## src/rtl/vga_avalon_pkg.sv

```systemverilog
// Shared register map, field positions, STATUS bit layout and fill-engine states
// for the queued VGA Avalon front end.
package vga_avalon_pkg;

   localparam logic [3:0] ADDR_PIXEL  = 4'd0;
   localparam logic [3:0] ADDR_RECT_A = 4'd1;
   localparam logic [3:0] ADDR_RECT_B = 4'd2;
   localparam logic [3:0] ADDR_STATUS = 4'd3;

   localparam int COLOUR_LSB = 0;
   localparam int X_LSB      = 8;
   localparam int Y_LSB      = 20;

   localparam int ST_BUSY        = 0;
   localparam int ST_FIFO_FULL   = 1;
   localparam int ST_CLIP_ERR    = 2;
   localparam int ST_FILL_ACTIVE = 3;
   localparam int ST_LEVEL_LSB   = 8;

   typedef enum logic [1:0] {
      IDLE  = 2'd0,
      SETUP = 2'd1,
      RUN   = 2'd2
   } fill_state_t;

endpackage

```

## src/rtl/vga_avalon_queued_pixel_fifo.sv

```systemverilog
// First-word-fall-through pixel FIFO: the head entry is visible on head_o while
// empty_o is low, and pop_i retires it.
module pixel_fifo #(
   parameter int DW    = 23,
   parameter int DEPTH = 16,
   parameter int LW    = $clog2(DEPTH) + 1
) (
   input  logic          clk,
   input  logic          reset,
   input  logic          push_i,
   input  logic [DW-1:0] push_data_i,
   input  logic          pop_i,
   output logic [DW-1:0] head_o,
   output logic          full_o,
   output logic          empty_o,
   output logic [LW-1:0] level_o
);

   localparam int AW = $clog2(DEPTH);

   logic [DW-1:0] mem_q [DEPTH];
   logic [AW-1:0] wr_ptr_q;
   logic [AW-1:0] rd_ptr_q;
   logic [LW-1:0] count_q;
   logic          do_push;
   logic          do_pop;

   assign full_o  = (count_q == LW'(DEPTH));
   assign empty_o = (count_q == '0);
   assign level_o = count_q;
   assign head_o  = mem_q[rd_ptr_q];

   // Full blocks a push even when a pop retires an entry in the same cycle.
   assign do_push = push_i && !full_o;
   assign do_pop  = pop_i && !empty_o;

   always_ff @(posedge clk) begin
      if (reset) begin
         wr_ptr_q <= '0;
         rd_ptr_q <= '0;
         count_q  <= '0;
      end else begin
         if (do_push) wr_ptr_q <= wr_ptr_q + 1'b1;
         if (do_pop)  rd_ptr_q <= rd_ptr_q + 1'b1;
         case ({do_push, do_pop})
            2'b10:   count_q <= count_q + 1'b1;
            2'b01:   count_q <= count_q - 1'b1;
            default: count_q <= count_q;
         endcase
      end
   end

   always_ff @(posedge clk) begin
      if (do_push) mem_q[wr_ptr_q] <= push_data_i;
   end

endmodule

```

## src/rtl/vga_avalon_queued.sv

```systemverilog
// Avalon-MM slave turning pixel writes and rectangle fills into a pixel stream for
// a vga_adapter. Single pixels are queued; rectangles are rastered in hardware.
//
// state | meaning
// IDLE  | FIFO head drives the stream; a RECT_B write is taken once the FIFO drains
// SETUP | clamp far corner to the screen, flag clipping, drop empty rectangles
// RUN   | emit the rectangle row-major, one pixel per accepted handshake
module vga_avalon_queued
   import vga_avalon_pkg::*;
#(
   parameter int WIDTH      = 160,
   parameter int HEIGHT     = 120,
   parameter int X_W        = 8,
   parameter int Y_W        = 7,
   parameter int COLOUR_W   = 8,
   parameter int FIFO_DEPTH = 16
) (
   input  logic                clk,
   input  logic                reset,
   input  logic [3:0]          address,
   input  logic                read,
   output logic [31:0]         readdata,
   input  logic                write,
   input  logic [31:0]         writedata,
   output logic                waitrequest,
   output logic                pix_valid,
   input  logic                pix_ready,
   output logic [X_W-1:0]      pix_x,
   output logic [Y_W-1:0]      pix_y,
   output logic [COLOUR_W-1:0] pix_colour
);

   localparam int DW = X_W + Y_W + COLOUR_W;
   localparam int LW = $clog2(FIFO_DEPTH) + 1;

   logic [X_W-1:0]      wd_x;
   logic [Y_W-1:0]      wd_y;
   logic [COLOUR_W-1:0] wd_c;
   logic                wd_unused;

   assign wd_x      = writedata[X_LSB +: X_W];
   assign wd_y      = writedata[Y_LSB +: Y_W];
   assign wd_c      = writedata[COLOUR_LSB +: COLOUR_W];
   assign wd_unused = ^writedata;

   fill_state_t         st_q;
   logic [X_W-1:0]      ra_x0_q;
   logic [Y_W-1:0]      ra_y0_q;
   logic [COLOUR_W-1:0] ra_col_q;
   logic [X_W-1:0]      f_x0_q;
   logic [X_W-1:0]      f_x1_q;
   logic [Y_W-1:0]      f_y0_q;
   logic [Y_W-1:0]      f_y1_q;
   logic [COLOUR_W-1:0] f_col_q;
   logic [X_W-1:0]      cx_q;
   logic [Y_W-1:0]      cy_q;
   logic                clip_err_q;
   logic                clip_err_d;

   logic                fifo_full;
   logic                fifo_empty;
   logic [LW-1:0]       fifo_level;
   logic [DW-1:0]       fifo_head;
   logic                fifo_push;
   logic                fifo_pop;
   logic [X_W-1:0]      head_x;
   logic [Y_W-1:0]      head_y;
   logic [COLOUR_W-1:0] head_c;

   logic wr_pixel, wr_rect_a, wr_rect_b, wr_status;
   logic engine_idle, engine_run;
   logic pixel_stall, rect_b_stall;
   logic pixel_acc, rect_b_acc, pixel_in_range;

   assign wr_pixel  = write && (address == ADDR_PIXEL);
   assign wr_rect_a = write && (address == ADDR_RECT_A);
   assign wr_rect_b = write && (address == ADDR_RECT_B);
   assign wr_status = write && (address == ADDR_STATUS);

   assign engine_idle = (st_q == IDLE);
   assign engine_run  = (st_q == RUN);

   // A fill only starts on an empty FIFO, so queued pixels always precede it.
   assign pixel_stall  = fifo_full || !engine_idle;
   assign rect_b_stall = !engine_idle || !fifo_empty;
   assign waitrequest  = (wr_pixel && pixel_stall) || (wr_rect_b && rect_b_stall);

   assign pixel_acc      = wr_pixel && !pixel_stall;
   assign rect_b_acc     = wr_rect_b && !rect_b_stall;
   assign pixel_in_range = (int'(wd_x) < WIDTH) && (int'(wd_y) < HEIGHT);

   assign fifo_push = pixel_acc && pixel_in_range;
   assign fifo_pop  = !engine_run && !fifo_empty && pix_ready;

   pixel_fifo #(
      .DW    (DW),
      .DEPTH (FIFO_DEPTH),
      .LW    (LW)
   ) u_fifo (
      .clk         (clk),
      .reset       (reset),
      .push_i      (fifo_push),
      .push_data_i ({wd_y, wd_x, wd_c}),
      .pop_i       (fifo_pop),
      .head_o      (fifo_head),
      .full_o      (fifo_full),
      .empty_o     (fifo_empty),
      .level_o     (fifo_level)
   );

   assign {head_y, head_x, head_c} = fifo_head;

   logic           x1_over, y1_over, setup_reject, setup_clip;
   logic [X_W-1:0] x1_clamped;
   logic [Y_W-1:0] y1_clamped;

   assign x1_over      = int'(f_x1_q) > WIDTH - 1;
   assign y1_over      = int'(f_y1_q) > HEIGHT - 1;
   assign x1_clamped   = x1_over ? X_W'(WIDTH - 1) : f_x1_q;
   assign y1_clamped   = y1_over ? Y_W'(HEIGHT - 1) : f_y1_q;
   assign setup_reject = (f_x0_q > x1_clamped) || (f_y0_q > y1_clamped);
   assign setup_clip   = (st_q == SETUP) && (setup_reject || x1_over || y1_over);

   always_ff @(posedge clk) begin
      if (reset) begin
         st_q    <= IDLE;
         f_x0_q  <= '0;
         f_x1_q  <= '0;
         f_y0_q  <= '0;
         f_y1_q  <= '0;
         f_col_q <= '0;
         cx_q    <= '0;
         cy_q    <= '0;
      end else begin
         case (st_q)
            IDLE: begin
               if (rect_b_acc) begin
                  f_x0_q  <= ra_x0_q;
                  f_y0_q  <= ra_y0_q;
                  f_col_q <= ra_col_q;
                  f_x1_q  <= wd_x;
                  f_y1_q  <= wd_y;
                  st_q    <= SETUP;
               end
            end
            SETUP: begin
               f_x1_q <= x1_clamped;
               f_y1_q <= y1_clamped;
               cx_q   <= f_x0_q;
               cy_q   <= f_y0_q;
               st_q   <= setup_reject ? IDLE : RUN;
            end
            RUN: begin
               if (pix_ready) begin
                  if (cx_q == f_x1_q) begin
                     cx_q <= f_x0_q;
                     cy_q <= cy_q + 1'b1;
                     if (cy_q == f_y1_q) st_q <= IDLE;
                  end else begin
                     cx_q <= cx_q + 1'b1;
                  end
               end
            end
            default: st_q <= IDLE;
         endcase
      end
   end

   // A software clear in the same cycle as a new clip event wins: the write is
   // an explicit acknowledgement of the error state it just observed.
   always_comb begin
      clip_err_d = clip_err_q;
      if (setup_clip || (pixel_acc && !pixel_in_range)) clip_err_d = 1'b1;
      if (wr_status && writedata[ST_CLIP_ERR]) clip_err_d = 1'b0;
   end

   always_ff @(posedge clk) begin
      if (reset) begin
         clip_err_q <= 1'b0;
         ra_x0_q    <= '0;
         ra_y0_q    <= '0;
         ra_col_q   <= '0;
      end else begin
         clip_err_q <= clip_err_d;
         if (wr_rect_a) begin
            ra_x0_q  <= wd_x;
            ra_y0_q  <= wd_y;
            ra_col_q <= wd_c;
         end
      end
   end

   always_comb begin
      pix_valid  = engine_run || !fifo_empty;
      pix_x      = '0;
      pix_y      = '0;
      pix_colour = '0;
      if (engine_run) begin
         pix_x      = cx_q;
         pix_y      = cy_q;
         pix_colour = f_col_q;
      end else if (!fifo_empty) begin
         pix_x      = head_x;
         pix_y      = head_y;
         pix_colour = head_c;
      end
   end

   always_comb begin
      readdata = '0;
      if (read && (address == ADDR_STATUS)) begin
         readdata[ST_BUSY]               = !fifo_empty || !engine_idle;
         readdata[ST_FIFO_FULL]          = fifo_full;
         readdata[ST_CLIP_ERR]           = clip_err_q;
         readdata[ST_FILL_ACTIVE]        = !engine_idle;
         readdata[ST_LEVEL_LSB +: LW]    = fifo_level;
      end
   end

endmodule

```

## config.mk

```make
export PLATFORM = sky130hd
export DESIGN_NAME = vga_avalon_queued
export DESIGN_NICKNAME = d
export VERILOG_FILES = /design/src/rtl/vga_avalon_pkg.sv /design/src/rtl/vga_avalon_queued_pixel_fifo.sv /design/src/rtl/vga_avalon_queued.sv
export SDC_FILE = /design/constraint.sdc
export NUM_CORES = 1
export LEC_CHECK = 0
export ABC_AREA = 1
export BUFFER_PORTS_ARGS = -buffer_cell sky130_fd_sc_hd__buf_2
export CAP_MARGIN = 20
export CORE_MARGIN = 2
export CORE_UTILIZATION = 56
export CTS_BUF_LIST = sky130_fd_sc_hd__clkbuf_8 sky130_fd_sc_hd__clkbuf_16
export DETAILED_ROUTE_END_ITERATION = 8
export PLACE_DENSITY = 0.82
export SYNTH_ARGS = -nofsm -noshare
export SYNTH_HDL_FRONTEND = slang
export SYNTH_SLANG_ARGS = --single-unit
```

## constraint.sdc

```tcl
create_clock -name clk -period 3.8 [get_ports clk]
set_input_delay 0.57 -clock clk [delete_from_list [all_inputs] [get_ports clk]]
set_output_delay 0.57 -clock clk [all_outputs]
set_load 0.02 [all_outputs]
```

After elaboration in Yosys (flattened, before gate mapping)
Memories as Yosys holds them, arrays and structs flattened. A register that Yosys moved wholly into a read port is not among the register bits.
Cells that the tools add are included.
{"block": "totals", "wordCells": 118, "output_inout_bits": 57, "mem_bits_rw": 368, "inputBits": 41, "reg_bits": 92, "n_memories": 1}
{"block": "classes", "magnitude_cmp": 6, "n_reduce_logical": 45, "add_sub_neg": 6, "mux": 31, "n_eq_ne": 14}
{"memory": "u_fifo.mem_q", "depth": 16, "width": 23, "rd": 1, "rd_clocked_by_memory_dff": 1, "write_ports": 1, "line": "vga_avalon_queued_pixel_fifo.sv:21", "rtl": "logic [DW-1:0] mem_q [DEPTH];"}
{"cell": "$mux W8", "count": 8}
{"cell": "$mux W7", "count": 6}
{"cell": "$pmux W8 S2", "count": 2}
{"cell": "$pmux W7 S2", "count": 2}
{"cell": "$logic_and A1 B1 Y1", "count": 18}
{"cell": "$mux W4", "count": 3}
{"cell": "$mux W2", "count": 5}
{"cell": "$pmux W5 S2", "count": 1}
{"cell": "$add A4 B1 Y4 const B", "count": 2}
{"cell": "$add A8 B1 Y8 const B", "count": 1}
{"cell": "$eq A4 B2 Y1 const B", "count": 2}
{"cell": "$eq A8 B8 Y1", "count": 1}
{"cell": "$gt A8 B8 Y1", "count": 1}
{"cell": "$gt A8 B8 Y1 const B", "count": 1}
{"cell": "$logic_or A1 B1 Y1", "count": 8}
{"cell": "$lt A8 B8 Y1 const B", "count": 1}
{"cell": "$add A7 B1 Y7 const B", "count": 1}
{"cell": "$eq A7 B7 Y1", "count": 1}
{"cell": "$gt A7 B7 Y1", "count": 1}
{"cell": "$gt A7 B7 Y1 const B", "count": 1}
{"cell": "$logic_not A1 Y1", "count": 7}
{"cell": "$lt A7 B7 Y1 const B", "count": 1}
{"cell": "$ne A2 B1 Y1 const B", "count": 3}
{"cell": "$pmux W2 S3", "count": 1}
{"cell": "other kinds (17)", "count": 24}

Logic depth before layout (Yosys ltp)
{"block": "depth", "word_depth": 9, "depth_mapped": 17, "mapped_depth_nobuf": 17}

By module
From an unflattened synthesis, not the netlist that was laid out.
{"block": "hier_totals", "hier_cells": 1744, "area_unflattened_um2": 20045.5}
{"module": "pixel_fifo", "n_inst": 1, "seq_area_each_um2": 11390.9, "cells_per_inst": 1103, "area_each_um2": 15615.0}
{"module": "vga_avalon_queued", "n_inst": 1, "seq_area_each_um2": 1581.5, "cells_per_inst": 641, "area_each_um2": 4430.5}

Worst setup path after synthesis
No wires, ideal clock.
{"block": "synth_path", "path_kind": "input port to flip-flop", "startpoint": "in address[3]", "endpoint": "mem u_fifo.mem_q[11][0] (enable)", "setup_time_ns": 0.403, "stages": 7, "required_time_ns": 3.397, "path_buffers": 0, "slack_ns": 0.925, "arrival_ns": 2.472, "cell_sequence": "nor2_1 nand2_1 nor3_1 nand3_2 inv_2 nand2_1 nor2_1"}
{"block": "synth_via", "elab_chain_len": 7}
{"item": "start, declared", "line": "vga_avalon_queued.sv:20", "rtl": "input logic [3:0] address,"}
{"item": "$logic_not A4 Y1", "line": "vga_avalon_queued.sv:75", "rtl": "assign wr_pixel = write && (address == ADDR_PIXEL);"}
{"item": "$logic_and A1 B1 Y1", "line": "vga_avalon_queued.sv:75"}
{"item": "$logic_and A1 B1 Y1", "line": "vga_avalon_queued.sv:88", "rtl": "assign pixel_acc = wr_pixel && !pixel_stall;"}
{"item": "$logic_and A1 B1 Y1", "line": "vga_avalon_queued.sv:92", "rtl": "assign fifo_push = pixel_acc && pixel_in_range;"}
{"item": "$logic_and A1 B1 Y1", "line": "vga_avalon_queued_pixel_fifo.sv:34", "rtl": "assign do_push = push_i && !full_o;"}
{"item": "$mux W1", "line": "vga_avalon_queued_pixel_fifo.sv:54", "rtl": "if (do_push) mem_q[wr_ptr_q] <= push_data_i;"}
{"item": "$mux W1 (not written as such)", "line": "vga_avalon_queued_pixel_fifo.sv:54"}
{"item": "end, declared", "line": "vga_avalon_queued_pixel_fifo.sv:21"}
No other way between the ends.

==> impl_summary.log <==
INFO  metric run_status = finished, final reports clean
INFO  metric synth.cell_area = 19900 µm²
INFO  metric count_of_placed_standard_cells_including_taps = 2192
INFO  metric p_sw = 4.06 mW
INFO  metric routedWlPerCell = roughly 22 µm
INFO  metric dr_total_vias = ~14k
INFO  metric worst_hold_slack = 417 ps
INFO  metric timing.final.hold_violations = 0
INFO  metric cts_tree = built
INFO  metric timing.max_cap.violations = 0
INFO  metric drt.antenna.violating_nets = 0
INFO  metric final_net_count = ~1.9k
INFO  metric yosys.cell_types.count = 45
INFO  metric cp_cell_sequence = buf_12 > mux2i_1 > o211ai_1 > nand3_1 > a21oi_1 > o21bai_1 > buf_2
INFO  metric p_int = 9.24 mW
INFO  metric global_route_usage_over_all_layers = between 20% and 30%
INFO  metric regToRegStartpoint = u_fifo.level_o[0]
INFO  metric post_dp_cell_area = around 21000 µm²
INFO  metric p_per_area = 599 nW/µm²
INFO  metric crit_path_end_kind = output pin
INFO  metric worst-setup-path-type = register to output pin
INFO  metric start_util = 57.2%
INFO  metric chipWidth = 192 µm
INFO  metric cts-htree-levels = 2
INFO  metric resized_cells_post_cts = 0
INFO  metric max_stage_delay = 620 ps
INFO  metric grt_pass1_wl = 75.7 mm
INFO  metric detailedRoute.firstPassIterationCount = 6
INFO  metric flow.area_growth_from_synthesis = 11.8%
INFO  metric hold_buffers = 0
INFO  metric power_frac_seq = 42.5%
INFO  metric final.setup_skew = ~6.0 ps
INFO  metric root_buffer = sky130_fd_sc_hd__clkbuf_16
INFO  metric setup.worst_path.start_class = register
INFO  metric tritoncts_num_sinks = 464
INFO  metric postSynthCellCount = 1717
INFO  metric slew_at_the_pin_with_the_worst_max_slew_slack = 806 ps
INFO  metric coreArea = roughly 35000 µm²
INFO  metric avgSynthCellArea = 11.6 µm²
INFO  metric clock_insertion_delay_worst_skew = ~550 ps
INFO  metric number_of_antenna_violations_at_the_first_check_in_global_routing = 0
INFO  metric power.static_leakage = just over 8 nW
INFO  metric drc = 0
INFO  metric power_switching_share = 30.5%
INFO  metric maximum_fanout_along_the_worst_path = 80
INFO  metric p_clk_share = 34.1%
INFO  metric die_y = 192 µm
INFO  metric post-route-min-period = 3460 ps
INFO  metric cts.clk_slew.worst_paths = 60 ps
INFO  metric rows = 68
INFO  metric clock_path_buffers = 3
INFO  metric post_layout_nonfiller_instances = 2278
INFO  metric commonest_cells_after_routing_fill_and_taps_aside = sky130_fd_sc_hd__edfxtp_1 (368), sky130_fd_sc_hd__o21ai_0 (170), sky130_fd_sc_hd__inv_1 (168), sky130_fd_sc_hd__a21oi_1 (150), sky130_fd_sc_hd__nand2_1 (137)
INFO  metric yosys_register_bits = 464
INFO  metric max-slew-margin-rel = 46.2%
INFO  metric vias_in_the_first_global_route = between 10k and 15k
INFO  metric clock.fmax = 289 MHz
INFO  metric layout.cells.most_common = sky130_fd_sc_hd__edfxtp_1
INFO  metric timing.final.max_slew_violations = 0
INFO  metric floorplan.die_area = 37000 µm²
INFO  metric hold_path_startpoint = writedata[3]
INFO  metric numPortBuffers = 65
INFO  metric unrepaired_setup_endpoints_after_global_routing = no
INFO  metric gp_congestion = 0.884
INFO  metric layout_cells_sized_above_1 = 12.2%
INFO  metric wl = 49.7 mm
INFO  metric boundaryPins = slightly below 100
INFO  metric cp.arrival = 2890 ps
INFO  metric grt_max_degree = a little over 80
INFO  metric dpl.hpwl = just under 30 mm
INFO  metric hp-class = primary input to register
INFO  metric number_of_diodes_added_for_antenna_fixing = 0
INFO  metric grt.overflow.total = 0
INFO  metric seq_area_frac_synth = about two thirds
INFO  metric critical_path.slowest_cell = sky130_fd_sc_hd__dfxtp_4
INFO  metric first_iter_violations = 1794
INFO  metric cts_made_buffers = 46
INFO  metric cp_data_required_time = roughly 3200 ps
INFO  metric post_cts_buffers = 0
INFO  metric detail_route.vias_per_cell = 6.00
INFO  metric power = between 10 and 15 mW
INFO  metric final.setup.tns = 0 ps
INFO  metric ir_worst_vdd = 0.572 mV
INFO  metric p_comb_share = 23.5%
INFO  metric n_fill_cell = 2501
INFO  metric final.period_utilization = 91.2%
INFO  metric setup-violations-final = 0
INFO  metric ys_warn_count = 0
INFO  metric layout.cell_area.non_filler = 22200 µm²
[synthesized netlist by cell type, drive strengths merged]
cell / instances / share of area (%)
and3: 1 / 0.032
a31oi: 20 / 0.63
nor2: 139 / 2.7
a211oi: 8 / 0.33
conb: 1 / 0.019
or2: 2 / 0.063
nand3: 55 / 1.4
a221oi: 1 / 0.044
nand2: 140 / 2.7
edfxtp: 368 / 56
clkbuf: 47 / 0.89
o211ai: 68 / 2.6
o21a: 1 / 0.038
buf: 69 / 2.5
o41ai: 1 / 0.044
a21o: 8 / 0.30
xnor2: 8 / 0.35
xor2: 9 / 0.40
nor4: 4 / 0.20
o21bai: 7 / 0.26
nor3: 8 / 0.25
a21oi: 150 / 3.8
o21ai: 211 / 5.3
fa: 1 / 0.10
o22ai: 9 / 0.28
o221ai: 1 / 0.044
dfxtp: 96 / 9.7
inv: 163 / 3.1
nand4: 4 / 0.13
ha: 25 / 1.6
mux2i: 92 / 4.6
[worst max-delay path, delay by kind of cell (launching register included)]
kind,cells,cell delay (ps)
AOI/OAI and AO/OA,3,800
muxes,1,140
and+or+nand+nor,1,150
DFF,1,620
buffers and inverters,2,570
[through the flow]
step,utilization [%],setup WS [ps]
global route,64.0,198
global placement,59.5,545
detailed placement,59.5,451
floorplan,-,925
finish,64.0,336
CTS,64.0,392
[power by group through the flow]
stage | Clock (mW) | Combinational (mW) | Sequential [mW]
6_report | 4.53 | 3.12 | 5.65
5_1_grt | 4.74 | 3.38 | 5.66
4_1_cts | 4.56 | 3.08 | 5.65
3_5_place_dp | 0 | 3.05 | 5.76
3_3_place_gp | 0 | 2.98 | 5.75
2_1_floorplan | 0 | 2.22 | 5.70
[logic make-up (layout without fill, tap and decap cells)]
group	after synthesis	in the layout	synth area share, %
adder cells (fa/ha/maj)	26	26	1.68
AND/OR/NAND/NOR	353	353	7.48
multiplexers	92	92	4.64
flip-flops	464	464	65.4
AO/OA/AOI/OAI	485	485	13.7
XOR/XNOR	17	17	0.750
other	1	23	0.0189
buffers and inverters	279	363	6.44
[worst paths after layout]
check                           slack [ps]  cells past startpoint                  end
worst max-delay path                   340                      7             pix_y[1]
worst min-delay path                   420                      1  u_fifo.mem_q[14][3]
worst max register to register         820                     12    u_fifo.level_o[4]
worst min register to register         450                      2           f_col_q[4]
[flip-flops by register name, indices dropped and copies added (netlist names), named ones only]
| register | flops |
|---|---|
| u_fifo.level_o | 5 |
| ra_x0_q | 8 |
| ra_col_q | 8 |
| u_fifo.wr_ptr_q | 4 |
| ra_y0_q | 7 |
| clip_err_q | 1 |
| cx_q | 8 |
| f_y1_q | 7 |
| f_x1_q | 8 |
| f_x0_q | 8 |
| f_col_q | 8 |
| u_fifo.mem_q | 368 |
| st_q | 2 |
| cy_q | 7 |
| f_y0_q | 7 |
| u_fifo.rd_ptr_q | 4 |
[routing by layer]
metal / global-route usage (%) / up-vias / part of all wire, %
met5: 0 / - / 0
met4: 9.86 / 0 / 3.1
met3: 4.31 / 132 / 10
met2: 43.9 / 782 / 47
met1: 37.5 / 6548 / 40
li1: - / 6213 / -
[layout make-up]
| cell class | count | area, µm² | area share [%] |
|---|---|---|---|
| Timing Repair Buffer | 114 | 768 | 3.46 |
| Tap cell | 455 | 569 | 2.56 |
| Clock inverter | 27 | 171 | 0.772 |
| Sequential cell | 464 | 13000 | 58.5 |
| Multi-Input combinational cell | 996 | 5730 | 25.8 |
| Inverter | 163 | 614 | 2.77 |
| Clock buffer | 59 | 1360 | 6.14 |
No activity file was read; power rests on OpenSTA's default activity.
